--- config.mk ---
export PLATFORM = sky130hd
export DESIGN_NAME = csr_irq_file
export DESIGN_NICKNAME = d
export VERILOG_FILES = /design/src/rtl/csr_irq_file.sv
export SDC_FILE = /design/constraint.sdc
export NUM_CORES = 1
export LEC_CHECK = 0
export BUFFER_PORTS_ARGS = -buffer_cell sky130_fd_sc_hd__buf_2
export CAP_MARGIN = 20
export CELL_PAD_IN_SITES_DETAIL_PLACEMENT = 1
export CELL_PAD_IN_SITES_GLOBAL_PLACEMENT = 1
export CORE_UTILIZATION = 40
export CTS_CLUSTER_SIZE = 8
export DETAILED_ROUTE_END_ITERATION = 8
export PLACE_DENSITY = 0.81
export SLEW_MARGIN = 25
export SYNTH_ARGS = -nofsm -noshare
export SYNTH_HDL_FRONTEND = slang
export SYNTH_SLANG_ARGS = --single-unit
export TNS_END_PERCENT = 50
--- constraint.sdc ---
create_clock -name clk -period 3.3 [get_ports clk]
set_input_delay 0.66 -clock clk [delete_from_list [all_inputs] [get_ports clk]]
set_output_delay 0.66 -clock clk [all_outputs]
set_load 0.02 [all_outputs]
--- src/rtl/csr_irq_file.sv ---
// Machine-mode CSR file with prioritised level-sensitive interrupts,
// trap entry/return stacking and 64-bit cycle/instret counters.
module csr_irq_file #(
  parameter int unsigned NUM_IRQ     = 4,
  parameter int unsigned COUNTERS_EN = 1
) (
  input  logic               clk,
  input  logic               rst,
  input  logic [NUM_IRQ-1:0] irq,
  input  logic [1:0]         csr_op,
  input  logic [11:0]        addr,
  input  logic [31:0]        wd,
  input  logic [31:0]        next_pc,
  input  logic               int_taken,
  input  logic               int_ret,
  input  logic               instr_retire,
  output logic [31:0]        rd,
  output logic               csr_illegal,
  output logic [31:0]        mepc,
  output logic               int_req,
  output logic [31:0]        int_vec
);

  localparam int unsigned IDX_W  = 4;
  localparam logic        CNT_ON = 1'(COUNTERS_EN != 0);

  localparam logic [1:0] OP_NONE = 2'b00;
  localparam logic [1:0] OP_RW   = 2'b01;
  localparam logic [1:0] OP_RS   = 2'b10;

  localparam logic [11:0] A_MSTATUS   = 12'h300;
  localparam logic [11:0] A_MIE       = 12'h304;
  localparam logic [11:0] A_MTVEC     = 12'h305;
  localparam logic [11:0] A_MSCRATCH  = 12'h340;
  localparam logic [11:0] A_MEPC      = 12'h341;
  localparam logic [11:0] A_MCAUSE    = 12'h342;
  localparam logic [11:0] A_MIP       = 12'h344;
  localparam logic [11:0] A_MCYCLE    = 12'hB00;
  localparam logic [11:0] A_MCYCLEH   = 12'hB80;
  localparam logic [11:0] A_MINSTRET  = 12'hB02;
  localparam logic [11:0] A_MINSTRETH = 12'hB82;
  localparam logic [11:0] A_CYCLE     = 12'hC00;
  localparam logic [11:0] A_CYCLEH    = 12'hC80;
  localparam logic [11:0] A_INSTRET   = 12'hC02;
  localparam logic [11:0] A_INSTRETH  = 12'hC82;

  logic [NUM_IRQ-1:0] irq_s1, mip_q, mie_q, pending;
  logic               mstatus_mie, mstatus_mpie;
  logic [31:0]        mtvec_q, mscratch_q, mepc_q, mcause_q;
  logic [63:0]        mcycle_q, minstret_q;

  logic [31:0]        mie_word, mip_word, old, wv, cause_code;
  logic               mapped, ro, nop_mask, wr_en, trap, any_pend;
  logic [IDX_W-1:0]   idx;

  // Place the per-line bits at their architectural positions
  always_comb begin
    mie_word = '0;
    mip_word = '0;
    mie_word[16 +: NUM_IRQ] = mie_q;
    mip_word[16 +: NUM_IRQ] = mip_q;
  end

  // Address decode and old-value read mux
  always_comb begin
    mapped = 1'b1;
    ro     = 1'b0;
    old    = '0;
    case (addr)
      A_MSTATUS:   old = {24'd0, mstatus_mpie, 3'd0, mstatus_mie, 3'd0};
      A_MIE:       old = mie_word;
      A_MTVEC:     old = mtvec_q;
      A_MSCRATCH:  old = mscratch_q;
      A_MEPC:      old = mepc_q;
      A_MCAUSE:    old = mcause_q;
      A_MIP:       begin old = mip_word; ro = 1'b1; end
      A_MCYCLE:    begin old = mcycle_q[31:0];    mapped = CNT_ON; end
      A_MCYCLEH:   begin old = mcycle_q[63:32];   mapped = CNT_ON; end
      A_MINSTRET:  begin old = minstret_q[31:0];  mapped = CNT_ON; end
      A_MINSTRETH: begin old = minstret_q[63:32]; mapped = CNT_ON; end
      A_CYCLE:     begin old = mcycle_q[31:0];    mapped = CNT_ON; ro = 1'b1; end
      A_CYCLEH:    begin old = mcycle_q[63:32];   mapped = CNT_ON; ro = 1'b1; end
      A_INSTRET:   begin old = minstret_q[31:0];  mapped = CNT_ON; ro = 1'b1; end
      A_INSTRETH:  begin old = minstret_q[63:32]; mapped = CNT_ON; ro = 1'b1; end
      default:     mapped = 1'b0;
    endcase
    if (!mapped) old = '0;
  end

  assign rd = old;

  // RS/RC with an empty mask is a pure read and never faults
  assign nop_mask    = csr_op[1] & (wd == '0);
  assign csr_illegal = (csr_op != OP_NONE) & ~nop_mask & (~mapped | ro);
  assign wr_en       = (csr_op != OP_NONE) & ~nop_mask & mapped & ~ro & ~trap;

  // New value for RW / RS / RC
  always_comb begin
    case (csr_op)
      OP_RW:   wv = wd;
      OP_RS:   wv = old | wd;
      default: wv = old & ~wd;
    endcase
  end

  // Lowest pending line index wins
  always_comb begin
    pending  = mip_q & mie_q;
    any_pend = |pending;
    idx      = '0;
    for (int i = NUM_IRQ - 1; i >= 0; i--) begin
      if (pending[i]) idx = IDX_W'(i);
    end
  end

  assign cause_code = 32'(idx) + 32'd16;
  assign int_req    = mstatus_mie & any_pend;
  assign trap       = int_taken & int_req;
  assign int_vec    = {mtvec_q[31:2], 2'b00} +
                      ((mtvec_q[0] & any_pend) ? (cause_code << 2) : 32'd0);
  assign mepc       = mepc_q;

  // Two-flop synchroniser per interrupt line
  always_ff @(posedge clk) begin
    if (rst) begin
      irq_s1 <= '0;
      mip_q  <= '0;
    end else begin
      irq_s1 <= irq;
      mip_q  <= irq_s1;
    end
  end

  // mstatus: trap stacking beats mret, which beats a software write
  always_ff @(posedge clk) begin
    if (rst) begin
      mstatus_mie  <= 1'b0;
      mstatus_mpie <= 1'b0;
    end else if (trap) begin
      mstatus_mpie <= mstatus_mie;
      mstatus_mie  <= 1'b0;
    end else if (int_ret) begin
      mstatus_mie  <= mstatus_mpie;
      mstatus_mpie <= 1'b1;
    end else if (wr_en && addr == A_MSTATUS) begin
      mstatus_mie  <= wv[3];
      mstatus_mpie <= wv[7];
    end
  end

  // Plain CSRs plus trap capture of mepc/mcause
  always_ff @(posedge clk) begin
    if (rst) begin
      mie_q      <= '0;
      mtvec_q    <= '0;
      mscratch_q <= '0;
      mepc_q     <= '0;
      mcause_q   <= '0;
    end else if (trap) begin
      mepc_q   <= next_pc & 32'hFFFF_FFFC;
      mcause_q <= 32'h8000_0000 | cause_code;
    end else if (wr_en) begin
      case (addr)
        A_MIE:      mie_q      <= wv[16 +: NUM_IRQ];
        A_MTVEC:    mtvec_q    <= {wv[31:2], 1'b0, (wv[1:0] == 2'b01)};
        A_MSCRATCH: mscratch_q <= wv;
        A_MEPC:     mepc_q     <= wv & 32'hFFFF_FFFC;
        A_MCAUSE:   mcause_q   <= wv;
        default:    ;
      endcase
    end
  end

  // 64-bit counters; a write to either half replaces the increment
  always_ff @(posedge clk) begin
    if (rst || !CNT_ON) begin
      mcycle_q   <= '0;
      minstret_q <= '0;
    end else begin
      if (wr_en && addr == A_MCYCLE)       mcycle_q[31:0]  <= wv;
      else if (wr_en && addr == A_MCYCLEH) mcycle_q[63:32] <= wv;
      else                                 mcycle_q        <= mcycle_q + 64'd1;

      if (wr_en && addr == A_MINSTRET)       minstret_q[31:0]  <= wv;
      else if (wr_en && addr == A_MINSTRETH) minstret_q[63:32] <= wv;
      else if (instr_retire)                 minstret_q        <= minstret_q + 64'd1;
    end
  end

endmodule

* Yosys cells after proc, flatten, opt, wreduce, memory -nomap -nowiden
Cells that the tools add are included.
Cells by class: equal/unequal tests 20, reduce and logical (&&, ||, !) cells 29, mux-type cells 28, bitwise operators 19, add/subtract/negate cells 4
Operators by type and width (count):
- $mux 32 | 13
- $pmux 32 s11 | 1
- $add 64x1->64 const B | 2
- $eq 12x12->1 const B | 8
- $eq 12x10->1 const B | 7
- $mux 64 | 1
- $pmux 32 s2 | 1
- $add 32x8->32 | 1
- $and 32x32->32 | 1
- $logic_not 32->1 | 1
- $not 32->32 | 1
- $or 32x32->32 | 1
- $reduce_or 15->1 | 1
- $reduce_bool 2->1 | 7
- $mux 4 | 3
- $reduce_or 2->1 | 5
- $and 1x1->1 | 9
- $reduce_and 3->1 | 3
- $mux 8 | 1
- $reduce_and 2->1 | 4
- $mux 1 | 7
- $add 4x5->6 const B | 1
- $logic_and 1x1->1 | 5
- $not 1->1 | 5
- other kinds (9) | 11
Word-level totals: input bits 87, register bits 267, output and inout port bits 98, logic and storage cells 113

* Longest topological paths before layout
depth after elaboration 11, gate-level depth with buffers 14, depth with buffers taken out 14

* Least setup slack after synthesis
OpenSTA, ideal clock, no wires.
path type flip-flop to output port, start point register mie_q[2], end point output int_vec[26], path slack -0.279 ns, arrival 2.919 ns, cell stages (with the launch flop) 15, required time 2.640 ns, path buffers 0, path through dfxtp_1 > a22oi_1 > nand2_1 > and2_1 > and2_1 > ha_1 > inv_1 > fa_1 > and3b_1 > a21o_1 > nor2b_1 > nand3_1 > nor2_1 > nand3_1 > xnor2_1
Between the ends: word-level cells in the longest chain between the ends 7, elaborated cells between the ends (all ways) 9, classes of those cells 2 x add/sub; 4 x mux; 2 x bitwise; 1 x reduce/logical
RTL lines:
- start: declaration | line 47 | logic [NUM_IRQ-1:0] irq_s1, mip_q, mie_q, pending;
- start signal: assignment | line 164 | A_MIE: mie_q <= wv[16 +: NUM_IRQ];
- $and 4x4->4 (*) | line 108 | pending = mip_q & mie_q;
- $mux 4 (3 in a row) | line 112 | if (pending[i]) idx = IDX_W'(i);
- $add 4x5->6 | line 116 | assign cause_code = 32'(idx) + 32'd16;
- $mux 8 (*) | line 120 | ((mtvec_q[0] & any_pend) ? (cause_code << 2) : 32'd0);
- $add 32x8->32 (*) | line 119 | assign int_vec = {mtvec_q[31:2], 2'b00} +
- end: declaration | line 21 | output logic [31:0] int_vec
Every way passes the cells marked *; elsewhere a longest branch is shown, timed or not.

* Final worst setup path
start point register mip_q[2], end point output int_vec[26]
Between the ends: word-level cells in the longest chain between the ends 7, elaborated cells between the ends (all ways) 9, classes of those cells 2 x add/sub; 4 x mux; 2 x bitwise; 1 x reduce/logical
RTL lines:
- start: declaration | line 47
- start signal: assignment | line 130 | mip_q <= irq_s1;
- $and 4x4->4 (*) | line 108
- $mux 4 (3 in a row) | line 112
- $add 4x5->6 | line 116
- $mux 8 (*) | line 120
- $add 32x8->32 (*) | line 119
Marks and branches as above.

==> results.toml <==
[sta]
hold_violations = 0
rsz0062_at_grt = "true"
fin_crit_ps = 4072
fmax_mhz = 245.6
worst_slack_ps = -772.2
relSlewSlack_pct = 30.92
worstMarginPinSlew_ps = 1028
final-max-slew-violation-count = 0
finalSetupTns_ps = -14430
setup_viol = 33
finalClockSkew_ps = 37.56
min_period_over_period_pct = 123.4

[critical_path]
crit_chain = "nand2_2 > a32oi_2 > a21oi_2 > and2_4 > ha_4 > inv_2 > fa_2 > and3b_1 > a21o_1 > nor2b_4 > nand3_4 > nor2_4 > nand3_2 > xnor2_2 > buf_4"
end_kind = "output port"
crit_type = "reg -> out"
crit_path_max_incr_delay_ps = 340
crit_fanout = 4
crit_arrival_ps = 3410
cp_slowest_cell = "dfxtp_2"
cp-start-kind = "flip-flop"
critPathRequiredTime_ps = 2640

[layout]
stdcell_count = 3166
multiInputGateArea_um2 = 10910
syn_to_final_growth_pct = 36.86
fin_util_pct = 55.58
seq_area_um2 = 5355
nets = 2717
drive_above_1_share_pct = 29.38
fillers = 4940
layout_commonest_cell = "buf_4"
postLayoutCellArea_um2 = 22690
final_cell_mix = "buf_4, nand2_1, dfxtp_1, a21oi_1, nor2_1"

[cts]
clockBufferDepth = 3
clk_pin_slew_ps = 50
cts_buffers = 40
h-tree-depth = 2
cts_tree = "done"
clk_latency_ps = 590
root_buffer = "clkbuf_16"
cts_sinks = 267

[pwr]
powerDensity_nw_per_um2 = 361.7
vdd_drop_max_uv = 314.0
leakagePower_nw = 8.687

[placement]
pre_cts_ws_ps = -336.4
placedInstanceArea_um2 = 20850
port_buffers = 178
placed_cells = 3094
place.gp.congestion = 1.059
place_hpwl_um = 68470

[synthesis]
async_flop_share_pct = 0
ys_warn_count = 0
ys_ff_latch = 267
synth.distinct_cells = 94
yosysSeqAreaShare_pct = 32.23
syn_area_um2 = 16580
avgSynthCellArea_um2 = 7.610
synth-edff-count = 0
postSynthCellCount = 2179
synthFlopType = "dfxtp_1"

[drt]
wire_per_inst_um = 29.67
ant_nets = 0
wl_um = 93950
dr.pass1.iters = 6
viasPerCell = 6.616
num_vias = 20950
drc = 0
drt_iter0_drc = 2526

[global_routing]
grt_first_pass_wirelength_um = 133100
antenna_found_initial = 8
grt_pass1_vias = 20180
grt_max_degree = 97
grtUsageTotal_pct = 43.06
gr-total-overflow = 0

[min_path]
min_path_type = "in -> reg"

[floorplanning]
die_w_um = 205.6
coreArea_um2 = 40830
die_h_um = 205.6
dieArea_um2 = 42270
ioPinCount = 185
start_util_pct = 40.61
rows = 74

[run_status]
status = "finished with violations"
failed_checks = "negative setup slack"

[run]
maxCapViolations = 0
## routing by layer
layer	global-route usage (%)	routed length, um	vias up	part of all wire, %
li1	-	-	8922	-
met1	59.07	38090	10470	41
met2	61.64	39140	1273	42
met3	9.154	10770	275	11
met4	25.05	5874	10	6.3
met5	0	69	-	0.073
## critical path, delay by kind of cell, from the launching register on
family          cells  cell delay [ps]
compound gates      3              480
fa+ha+maj           2              460
flops               1              340
xor+xnor            1              170
buf+inv             2              200
simple gates        7             1190
## final cells by class
type | instances | share of cell area (%)
clock inverter | 4 | 0.3749
timing repair buffer | 568 | 19.83
antenna | 3 | 0.03308
sequential | 267 | 23.60
inverter | 29 | 0.4907
multi-input combinational | 1716 | 48.09
clock buffer | 47 | 4.659
tap | 532 | 2.933
## registers in the layout, indices dropped and copies added, names as in the netlist, 4 cells and up
signal	flops
mcycle_q	64
mie_q	4
irq_s1	4
mtvec_q	31
mip_q	4
minstret_q	64
mcause_q	32
mscratch_q	32
mepc	30
## timing repair
| item | CTS | global route |
|---|---|---|
| pin swaps | 12 | 22 |
| buffers inserted | 20 | 8 |
| setup endpoints to repair | 47 | 53 |
| hold buffers | 0 | 0 |
| cloned | 0 | 0 |
| gates resized for setup | 56 | 88 |
## power breakdown
part           switching [mW]  internal (mW)
Clock                    1.62           2.26
Sequential             0.0161           3.24
Combinational           0.687          0.384
Total                    2.32           5.88
## synth_stat cells (24+ instances only)
cell	count	area, um^2
nor3_1	56	280.3
buf_2	32	160.2
nor2_1	212	795.8
xnor2_1	50	437.9
a31oi_1	28	175.2
a21oi_1	207	1036
dfxtp_1	267	5345
mux2i_1	52	520.5
nor4_1	44	275.3
xor2_1	32	280.3
nand3_1	102	510.5
inv_1	29	108.9
clkbuf_1	118	442.9
and3_1	24	150.1
o21ai_0	67	335.3
a211oi_1	80	600.6
nand4_1	46	287.8
nand2_1	297	1115
a22oi_1	64	480.5
## final timing paths
kind         cells after the start      start  slack (ps)          end
min                              2     irq[0]         290    irq_s1[0]
min reg2reg                      1  irq_s1[2]         440     mip_q[2]
max                             15   mip_q[2]        -770  int_vec[26]
max reg2reg                     12   mie_q[2]           0  mstatus_mie
## through the flow
stage / hold WS (ps) / power, mW
6_report: 287.2 / 8.208
5_1_grt: 297.5 / 8.355
4_1_cts: 268.2 / 8.149
3_5_place_dp: 449.3 / 4.312
3_3_place_gp: 439.2 / 4.297
2_1_floorplan: 413.8 / 3.678
## kinds of logic after synthesis
group / count (synthesis) / synth area share [%]
and+or+nand+nor: 912 / 26.86
AOI/OAI and AO/OA: 632 / 25.22
DFF: 267 / 32.23
buffers and inverters: 199 / 5.236
xor gates and xnor gates: 82 / 4.331
muxes: 78 / 5.448
adders and majority gates: 8 / 0.6489
other: 1 / 0.02261
Power figures use the tool's default switching activity.
